[src/rtl/env_pkg.sv]
// env_pkg: shared types, constants and helpers for the environment initialiser.
// Revision 1.0
`default_nettype none

package env_pkg;

  localparam int ENV_ROWS = 16;
  localparam int ENV_COLS = 16;

  // Widest row the popcount helper handles; wider rows must raise this.
  localparam int POP_MAXW = 256;

  localparam logic [31:0] LFSR_TAPS = 32'h8020_0003;

  typedef enum logic [1:0] {
    MODE_CLEAR   = 2'd0,
    MODE_RAND    = 2'd1,
    MODE_LOAD    = 2'd2,
    MODE_ILLEGAL = 2'd3
  } env_mode_e;

  typedef enum logic [2:0] {
    ST_IDLE  = 3'd0,
    ST_CLEAR = 3'd1,
    ST_RGEN  = 3'd2,
    ST_RWR   = 3'd3,
    ST_LOAD  = 3'd4,
    ST_DONE  = 3'd5
  } env_state_e;

  typedef logic [ENV_COLS-1:0]              env_row_t;
  typedef env_row_t [ENV_ROWS-1:0]          environment_t;

  function automatic int unsigned popcount(input logic [POP_MAXW-1:0] v);
    int unsigned n;
    n = 0;
    for (int i = 0; i < POP_MAXW; i++) begin
      n += {31'd0, v[i]};
    end
    return n;
  endfunction

endpackage

`default_nettype wire

[src/rtl/env_lfsr.sv]
// env_lfsr: 32-bit right-shifting Galois LFSR with load, step enable and zero-seed guard.
// Revision 1.0
`default_nettype none

module env_lfsr
  import env_pkg::*;
(
  input  logic        clk,
  input  logic        rst_n,
  input  logic        load,
  input  logic [31:0] seed,
  input  logic        step,
  output logic        next_bit
);

  logic [31:0] state_q;
  logic [31:0] state_d;
  logic [31:0] stepped;

  always_comb begin
    stepped  = {1'b0, state_q[31:1]} ^ (state_q[0] ? LFSR_TAPS : 32'h0);
    next_bit = stepped[0];
    state_d  = state_q;
    if (load) begin
      // An all-zero state would lock up, so a zero seed becomes 1.
      state_d = (seed == 32'h0) ? 32'h1 : seed;
    end else if (step) begin
      state_d = stepped;
    end
  end

  always_ff @(posedge clk or negedge rst_n) begin
    if (!rst_n) state_q <= 32'h1;
    else        state_q <= state_d;
  end

endmodule

`default_nettype wire

[src/rtl/env_init_ctrl.sv]
// env_init_ctrl: fills a ROWS x COLS environment one row per write (clear / random / load).
// Revision 1.0
`default_nettype none

module env_init_ctrl
  import env_pkg::*;
#(
  parameter int ROWS = ENV_ROWS,
  parameter int COLS = ENV_COLS,
  parameter int RW   = $clog2(ROWS),
  parameter int PW   = $clog2(ROWS*COLS+1)
) (
  input  logic            clk,
  input  logic            rst_n,
  input  logic            start,
  input  logic            abort,
  input  logic [1:0]      mode,
  input  logic [31:0]     seed,
  input  logic [COLS-1:0] load_data,
  input  logic            load_valid,
  output logic            load_ready,
  output logic            busy,
  output logic            done,
  output logic            err,
  output logic            cnt_clear,
  output logic            wr_en,
  output logic [RW-1:0]   wr_row,
  output logic [COLS-1:0] wr_data,
  output logic [PW-1:0]   pop_count
);

  localparam int CW = (COLS > 1) ? $clog2(COLS) : 1;

  env_state_e      state_q, state_d;
  logic [RW-1:0]   row_q, row_d;
  logic [CW-1:0]   col_q, col_d;
  logic [COLS-1:0] row_buf_q, row_buf_d;
  logic            wr_en_q, wr_en_d;
  logic [RW-1:0]   wr_row_q, wr_row_d;
  logic [COLS-1:0] wr_data_q, wr_data_d;
  logic [PW-1:0]   pop_q, pop_d;
  logic            busy_q, busy_d;
  logic            done_q, done_d;
  logic            err_q, err_d;
  logic            cnt_clear_q, cnt_clear_d;
  logic            load_ready_q, load_ready_d;
  logic            lfsr_load, lfsr_step, lfsr_bit;
  logic            last_row;

  env_lfsr u_lfsr (
    .clk      (clk),
    .rst_n    (rst_n),
    .load     (lfsr_load),
    .seed     (seed),
    .step     (lfsr_step),
    .next_bit (lfsr_bit)
  );

  assign last_row = (row_q == RW'(ROWS-1));

  always_comb begin
    state_d      = state_q;
    row_d        = row_q;
    col_d        = col_q;
    row_buf_d    = row_buf_q;
    wr_en_d      = 1'b0;
    wr_row_d     = wr_row_q;
    wr_data_d    = wr_data_q;
    pop_d        = pop_q;
    busy_d       = busy_q;
    done_d       = 1'b0;
    err_d        = 1'b0;
    cnt_clear_d  = 1'b0;
    load_ready_d = 1'b0;
    lfsr_load    = 1'b0;
    lfsr_step    = 1'b0;

    unique case (state_q)
      ST_IDLE: begin
        busy_d = 1'b0;
        if (start && !abort) begin
          if (mode == MODE_ILLEGAL) begin
            err_d = 1'b1;
          end else begin
            lfsr_load   = 1'b1;
            row_d       = '0;
            col_d       = '0;
            pop_d       = '0;
            cnt_clear_d = 1'b1;
            busy_d      = 1'b1;
            case (mode)
              MODE_CLEAR: state_d = ST_CLEAR;
              MODE_RAND:  state_d = ST_RGEN;
              default: begin
                state_d      = ST_LOAD;
                load_ready_d = 1'b1;
              end
            endcase
          end
        end
      end
      ST_CLEAR: begin
        wr_en_d   = 1'b1;
        wr_row_d  = row_q;
        wr_data_d = '0;
        row_d     = row_q + 1'b1;
        if (last_row) state_d = ST_DONE;
      end
      ST_RGEN: begin
        // New bits enter at the MSB so the first step ends up in column 0.
        lfsr_step = 1'b1;
        row_buf_d = {lfsr_bit, row_buf_q[COLS-1:1]};
        col_d     = col_q + 1'b1;
        if (col_q == CW'(COLS-1)) begin
          col_d   = '0;
          state_d = ST_RWR;
        end
      end
      ST_RWR: begin
        wr_en_d   = 1'b1;
        wr_row_d  = row_q;
        wr_data_d = row_buf_q;
        row_d     = row_q + 1'b1;
        state_d   = last_row ? ST_DONE : ST_RGEN;
      end
      ST_LOAD: begin
        load_ready_d = 1'b1;
        if (load_valid && load_ready_q) begin
          wr_en_d   = 1'b1;
          wr_row_d  = row_q;
          wr_data_d = load_data;
          row_d     = row_q + 1'b1;
          if (last_row) begin
            state_d      = ST_DONE;
            load_ready_d = 1'b0;
          end
        end
      end
      ST_DONE: begin
        done_d  = 1'b1;
        busy_d  = 1'b0;
        state_d = ST_IDLE;
      end
      default: state_d = ST_IDLE;
    endcase

    // Abort discards whatever this edge would have written or advanced.
    if (abort && (state_q != ST_IDLE)) begin
      state_d      = ST_IDLE;
      busy_d       = 1'b0;
      done_d       = 1'b0;
      wr_en_d      = 1'b0;
      wr_row_d     = wr_row_q;
      wr_data_d    = wr_data_q;
      load_ready_d = 1'b0;
      row_d        = row_q;
      col_d        = col_q;
      row_buf_d    = row_buf_q;
      lfsr_step    = 1'b0;
    end

    if (wr_en_d) begin
      pop_d = pop_q + PW'(popcount(POP_MAXW'(wr_data_d)));
    end
  end

  always_ff @(posedge clk or negedge rst_n) begin
    if (!rst_n) begin
      state_q      <= ST_IDLE;
      row_q        <= '0;
      col_q        <= '0;
      row_buf_q    <= '0;
      wr_en_q      <= 1'b0;
      wr_row_q     <= '0;
      wr_data_q    <= '0;
      pop_q        <= '0;
      busy_q       <= 1'b0;
      done_q       <= 1'b0;
      err_q        <= 1'b0;
      cnt_clear_q  <= 1'b0;
      load_ready_q <= 1'b0;
    end else begin
      state_q      <= state_d;
      row_q        <= row_d;
      col_q        <= col_d;
      row_buf_q    <= row_buf_d;
      wr_en_q      <= wr_en_d;
      wr_row_q     <= wr_row_d;
      wr_data_q    <= wr_data_d;
      pop_q        <= pop_d;
      busy_q       <= busy_d;
      done_q       <= done_d;
      err_q        <= err_d;
      cnt_clear_q  <= cnt_clear_d;
      load_ready_q <= load_ready_d;
    end
  end

  assign load_ready = load_ready_q;
  assign busy       = busy_q;
  assign done       = done_q;
  assign err        = err_q;
  assign cnt_clear  = cnt_clear_q;
  assign wr_en      = wr_en_q;
  assign wr_row     = wr_row_q;
  assign wr_data    = wr_data_q;
  assign pop_count  = pop_q;

endmodule

`default_nettype wire

[config.mk]
export PLATFORM = sky130hd
export DESIGN_NAME = env_init_ctrl
export DESIGN_NICKNAME = d
export VERILOG_FILES = /design/src/rtl/env_pkg.sv /design/src/rtl/env_lfsr.sv /design/src/rtl/env_init_ctrl.sv
export SDC_FILE = /design/constraint.sdc
export NUM_CORES = 1
export LEC_CHECK = 0
export CAP_MARGIN = 15
export CORE_ASPECT_RATIO = 0.8
export CORE_MARGIN = 2
export CORE_UTILIZATION = 53
export DETAILED_ROUTE_END_ITERATION = 12
export PLACE_DENSITY = 0.83
export SYNTH_ARGS = -nofsm -noshare
export SYNTH_HDL_FRONTEND = slang
export SYNTH_SLANG_ARGS = --single-unit
[constraint.sdc]
create_clock -name clk -period 7.05 [get_ports clk]
set_input_delay 2.115 -clock clk [delete_from_list [all_inputs] [get_ports clk]]
set_output_delay 2.115 -clock clk [all_outputs]
set_load 0.02 [all_outputs]
* After elaboration in Yosys (flattened, before gate mapping)
Cells that the tools add are included.
** Word-level totals
- Register bits after elaboration :: 94
- Bits in latches :: 0
- Bits in writable memories :: 0
- Bits in read-only memories :: 0
- Input port bits :: 55
- Output and inout port bits :: 35
- Logic and storage cells :: 124
- Memories :: 0
** Operators by class
- Add/subtract/negate cells :: 18
- Multipliers :: 0
- Div/mod/pow operators :: 0
- $lt $le $gt $ge :: 0
- Equality and inequality tests :: 17
- Shifts and indexed selects :: 0
- Muxes and demuxes :: 50
- Bitwise gates (word level) :: 2
- Reduce and logical (&&, ||, !) cells :: 23
** Operators by type and width (count)
- 2-to-1 mux 32 bit :: 4
- adder 9 x 1 -> 9 bit :: 7
- case mux 16 bit (3 select lines) :: 1
- 2-to-1 mux 9 bit :: 4
- zero test 32 bit :: 1
- 2-to-1 mux 16 bit :: 2
- bitwise XOR 31 x 32 -> 32 bit :: 1
- 2-to-1 mux 3 bit :: 7
- 2-to-1 mux 4 bit :: 5
- 2-to-1 mux 1 bit :: 19
- case mux 4 bit (2 select lines) :: 2
- case mux 3 bit (5 select lines) :: 1
- != test 3 bit, second input constant :: 4
- case mux 4 bit (3 select lines) :: 1
- nonzero test 2 bit :: 5
- adder 8 x 1 -> 9 bit :: 1
- adder 9 bit :: 1
- nonzero test 3 bit :: 3
- adder 4 x 1 -> 4 bit, second input constant :: 2
- adder 7 x 1 -> 8 bit :: 1
- equality test 4 bit, second input constant :: 2
- != test 2 bit, second input constant :: 4
- AND reduction 4 bit :: 2
- adder 6 x 1 -> 7 bit :: 1
- 21 further kinds :: 29

* Depth between registers and ports, before layout
- Word-level depth :: 21
- Depth in mapped cells :: 22
- Mapped depth without buffers :: 20

* By module
From an unflattened synthesis, not the netlist that was laid out.
** Second synthesis, totals
- Cells, all modules :: 482
- Area, all modules :: 4939.7 sq um
** By module, submodules not included
- env_init_ctrl :: instances 1, cells each 325, area each 3338.2 sq um, seq. area each 1551.5 sq um
- env_lfsr :: instances 1, cells each 157, area each 1601.5 sq um, seq. area each 802.0 sq um

* Worst setup path before layout
Ideal clock, no wire load.
- Path type :: input to register
- From :: in abort
- To :: reg pop_q[8] (netlist: pop_count[8])
- Setup time :: 131 ps
- Data arrival time :: 6540 ps
- Data required time :: 6919 ps
- Path slack :: 379 ps
- Stages :: 20
- Cells stage by stage :: clkbuf_1 o21bai_4 buf_2 nand2_1 o21a_1 fa_1 inv_1 fa_1 inv_1 fa_1 inv_1 fa_1 inv_1 fa_1 fa_1 nor2b_1 o31a_1 o211ai_2 o211ai_1 o31ai_1
** On the way
- Longest elaborated chain between the ends :: 19
- Elaborated cells on any way between the ends :: 26
- Those cells by class :: add/sub: 16; eq/ne: 1; mux: 3; reduce/logical: 6
** RTL lines
- from (decl) :: line env_init_ctrl.sv:16 : input logic abort,
- logical AND 1 bit :: line env_init_ctrl.sv:148 : if (abort && (state_q != ST_IDLE)) begin
- 2-to-1 mux 16 bit :: line env_init_ctrl.sv:148
- adder 1 x 1 -> 2 bit :: line env_pkg.sv:38 : n += {31'd0, v[i]};
- adder 2 x 1 -> 3 bit :: line env_pkg.sv:38
- adder 3 x 1 -> 4 bit :: line env_pkg.sv:38
- adder 4 x 1 -> 5 bit :: line env_pkg.sv:38
- adder 5 x 1 -> 6 bit :: line env_pkg.sv:38
- adder 6 x 1 -> 7 bit :: line env_pkg.sv:38
- adder 7 x 1 -> 8 bit :: line env_pkg.sv:38
- adder 8 x 1 -> 9 bit :: line env_pkg.sv:38
- adder 9 x 1 -> 9 bit (7 in series) :: line env_pkg.sv:38
- adder 9 bit :: line env_init_ctrl.sv:163 : pop_d = pop_q + PW'(popcount(POP_MAXW'(wr_data_d)));
- 2-to-1 mux 9 bit :: line env_init_ctrl.sv:162 : if (wr_en_d) begin
- to (signal assigned) :: line env_init_ctrl.sv:190 : pop_q <= pop_d;
- to (decl) :: line env_init_ctrl.sv:41 : logic [PW-1:0] pop_q, pop_d;
Parallel ways exist; a longest one is shown, timed or not.
A chain may end at the register's enable or synchronous reset.

* Worst setup path in the final report
- From :: in load_valid
- To :: reg pop_q[8] (netlist: pop_count[8])
** On the way
- Longest elaborated chain between the ends :: 21
- Elaborated cells on any way between the ends :: 28
- Those cells by class :: add/sub: 16; eq/ne: 1; mux: 7; reduce/logical: 4
** RTL lines
- from (decl) :: line env_init_ctrl.sv:20 : input logic load_valid,
- logical AND 1 bit * :: line env_init_ctrl.sv:128 : if (load_valid && load_ready_q) begin
- 2-to-1 mux 16 bit :: line env_init_ctrl.sv:128
- case mux 16 bit (3 select lines) :: line env_init_ctrl.sv:78 : unique case (state_q)
- 2-to-1 mux 16 bit :: line env_init_ctrl.sv:148
- adder 1 x 1 -> 2 bit :: line env_pkg.sv:38
- adder 2 x 1 -> 3 bit :: line env_pkg.sv:38
- adder 3 x 1 -> 4 bit :: line env_pkg.sv:38
- adder 4 x 1 -> 5 bit :: line env_pkg.sv:38
- adder 5 x 1 -> 6 bit :: line env_pkg.sv:38
- adder 6 x 1 -> 7 bit :: line env_pkg.sv:38
- adder 7 x 1 -> 8 bit :: line env_pkg.sv:38
- adder 8 x 1 -> 9 bit :: line env_pkg.sv:38
- adder 9 x 1 -> 9 bit (7 in series) :: line env_pkg.sv:38
- adder 9 bit :: line env_init_ctrl.sv:163
- 2-to-1 mux 9 bit :: line env_init_ctrl.sv:162
Every way passes the cells marked *; elsewhere a longest branch is shown, timed or not.

==> flow_metrics.env <==
export IMPL_status="completed"
export IMPL_timing_rr_start="state_q[0]"
export IMPL_grt_pass1_wl_um=20100
export IMPL_power_density_mw_per_mm2=303
export IMPL_synth_main_ff_cell="dfrtp_1"
export IMPL_required_ps=7270
export IMPL_yosysTopAreaCell="dfrtp_1"
export IMPL_gr_usage_all_layers_pct=25.1
export IMPL_h_tree_depth=3
export IMPL_die_w_um=112
export IMPL_place_port_buffers=89
export IMPL_switching_share_pct=34.1
export IMPL_cts_buffer_depth=2
export IMPL_final_nets=647
export IMPL_yosysSeqAreaShare_pct=48.0
export IMPL_p_comb_share_pct=31.1
export IMPL_fin_setup_tns_ps=0
export IMPL_drtIter0Drc=229
export IMPL_synthCells=480
export IMPL_r2r_cells=20
export IMPL_drt_total_wl_um=11700
export IMPL_dp_hpwl_um=8390
export IMPL_grt_max_degree=65
export IMPL_end_kind="flip-flop"
export IMPL_finalCritPeriodShare_pct=96.7
export IMPL_p_sw_uw=644
export IMPL_synth_cell_types=54
export IMPL_syn_area_per_cell_um2=10.2
export IMPL_r2r_slack_ps=1130
export IMPL_core_area_mm2=0.00904
export IMPL_criticalPathCategory="input pin to flip-flop"
export IMPL_yosys_register_bits=94
export IMPL_insertedDiodeCount=0
export IMPL_holdPathStages=1
export IMPL_synth_fp_nets=557
export IMPL_setup_viol_count_final=0
export IMPL_worst_pin_slew_ps=782
export IMPL_hold_viol=0
export IMPL_ys_warn_count=0
export IMPL_insertion_delay_ps=340
export IMPL_gp_congestion=0.902
export IMPL_cp_max_fo=15
export IMPL_antenna_left=0
export IMPL_syn_to_final_growth_pct=27.3
export IMPL_cts_hold_buf=0
export IMPL_synth_area_mm2=0.00490
export IMPL_grt_pass1_vias=4113
export IMPL_io_pin_count=90
export IMPL_synth_async_reset_ratio_pct=100
export IMPL_drive_gt1_share_pct=10.8
export IMPL_grt_ovfl_total=0
export IMPL_max_slew_margin_pct=47.9
export IMPL_max_freq_mhz=147
export IMPL_fin_util_pct=69.0
export IMPL_routed_via_count=3890
export IMPL_synth_edf_count=0
export IMPL_cts_buffers=9
export IMPL_rows=31
export IMPL_yosysTopAreaCellShare_pct=47.5
export IMPL_cts_repair_resized=0
export IMPL_r2r_end="pop_count[8]"
export IMPL_yosys_top_cells_area="dfrtp_1 47%, mux2i_1 6.1%, nand2_1 6.0%, o21ai_0 5.6%, fa_1 4.9%"
export IMPL_layout_min_cycle_time_ps=6820
export IMPL_rsz0062_at_grt="false"
export IMPL_internal_power_uw=1240
export IMPL_hold_class="flip-flop to flip-flop"
export IMPL_cts_tree="built"
export IMPL_via_per_inst=5.64
export IMPL_skew_ps=8.16
export IMPL_start_kind="input pin"
export IMPL_first_pass_iters=4
export IMPL_maxCapViolations=0
export IMPL_power_frac_seq_pct=42.3
export IMPL_ir_drop_v=0.000155
export IMPL_hold_start="col_q[3]"
export IMPL_antenna_found_initial=0
export IMPL_path_clk_slew_ps=60
export IMPL_start_util_pct=54.3
export IMPL_clkSinkCount=94
export IMPL_leakagePower_uw=0.00264
export IMPL_wl_per_cell_um=17.0
export IMPL_p_clk_share_pct=26.6
export IMPL_critPathArrivalTime_ps=7030
export IMPL_holdPathEnd="col_q[3]"
export IMPL_nFillCells=693
export IMPL_post_cts_buffers=0
export IMPL_clockRootBuffer="clkbuf_16"
export IMPL_die_h_um=90.0
export IMPL_drc_errors=0
export IMPL_die_area_mm2=0.0100
export IMPL_maxSlewViolCount=0
[flip-flops by register name, indices dropped and copies added (netlist names)]
| signal | count |
|---|---|
| row_q | 4 |
| u_lfsr.state_q | 32 |
| wr_data | 16 |
| wr_en | 1 |
| cnt_clear | 1 |
| err | 1 |
| pop_count | 9 |
| done | 1 |
| state_q | 3 |
| busy | 1 |
| wr_row | 4 |
| col_q | 4 |
| load_ready | 1 |
| row_buf_q | 16 |
[metal layers]
metal	routed length (um)	vias to the layer above	global-route usage, %
met4	239	0	8.02
li1	-	1860	-
met1	5000	1888	32.1
met2	5850	121	42.7
met3	616	21	5.73
met5	0	-	0
[per-stage QoR]
stage	total power (uW)	area (um2)	hold slack (ps)	cells	setup WS, ps
after floorplan	1170	4900	439	480	379
after global placement	1340	5920	458	674	-88.4
after detailed placement	1380	5920	461	674	-241
after CTS	1900	6230	469	690	96.4
after global routing	2020	6240	523	690	31.0
final	1890	6240	469	690	234
[cells in the mapped netlist (all sizes together) (6+ instances only)]
master  instances
fa             12
buf            15
o21ai          67
mux2i          30
clkbuf         13
nor3            6
o21a           13
a22oi          17
a21oi           7
nand3          10
dfrtp          93
ha             10
nand2          79
nor4            8
inv            24
nor2           17
mux2           15
[critical path, stage by stage]
cell             delay [ps]
clkdlybuf4s50_1         470
nand2_2                 110
nor2_8                  130
buf_12                  150
a22oi_1                  90
o21a_1                  230
fa_1                    530
inv_1                    50
fa_1                    480
inv_1                    50
fa_1                    470
inv_1                    60
fa_1                    510
inv_1                    60
fa_1                    400
fa_2                    370
nor2b_2                 150
o31a_1                  210
o211ai_2                120
o211ai_1                190
o31ai_1                  90
[power groups by stage]
| stage | Sequential [uW] | Clock [uW] | Combinational (uW) |
|---|---|---|---|
| after floorplan | 790 | 0 | 382 |
| after global placement | 792 | 0 | 546 |
| after detailed placement | 802 | 0 | 579 |
| after CTS | 796 | 511 | 588 |
| after global routing | 819 | 538 | 660 |
| final | 799 | 502 | 588 |
[cell usage in the layout (no fill, tap or decap), types with 2 or more instances in the layout]
cell type	instances
o21ai_0	54
fa_1	11
a22oi_1	17
nand3_1	10
xor2_1	3
clkdlybuf4s50_1	88
o21ai_1	13
clkbuf_8	2
clkinv_4	2
nand2_1	78
o31ai_1	3
nand4_1	3
ha_1	10
o21a_1	13
a211oi_1	3
buf_4	18
or3_1	2
nor3_1	6
nor4_1	8
o31a_1	2
nor3b_1	2
clkbuf_16	9
dfrtp_1	93
xnor2_1	3
nor2b_1	2
mux2_2	15
mux2i_1	30
a21oi_1	7
nor2_1	14
inv_1	23
[cell type report]
cell class                      count  area [um2]  area share, %
Clock buffer                       12         256           4.11
Clock inverter                      4        55.1          0.882
Inverter                           24        90.1           1.44
Multi-Input combinational cell    334        2300           36.9
Sequential cell                    94        2350           37.7
Tap cell                          115         144           2.31
Timing Repair Buffer              107        1040           16.6
[logic make-up (layout without fill, tap and decap cells)]
| family | after synthesis | after routing | share of synthesized area (%) |
|---|---|---|---|
| compound gates | 124 | 124 | 15.7 |
| xor+xnor | 6 | 6 | 1.07 |
| fa+ha+maj | 22 | 22 | 7.45 |
| buf+inv | 52 | 147 | 5.31 |
| flops | 94 | 94 | 48.0 |
| mux | 45 | 45 | 9.57 |
| simple gates | 137 | 137 | 12.9 |
[how the worst max path moves through the flow]
| stage | startpoint | end | slack (ps) | cells after the start |
|---|---|---|---|---|
| global placement | abort | pop_count[8] | -90 | 19 |
| finish | load_valid | pop_count[8] | 230 | 21 |
| detailed placement | abort | pop_count[8] | -240 | 19 |
| floorplan | abort | pop_count[8] | 380 | 20 |
| global route | load_valid | pop_count[8] | 30 | 20 |
| CTS | abort | pop_count[8] | 100 | 18 |
Note: power is estimated with default switching activity, not from simulation.
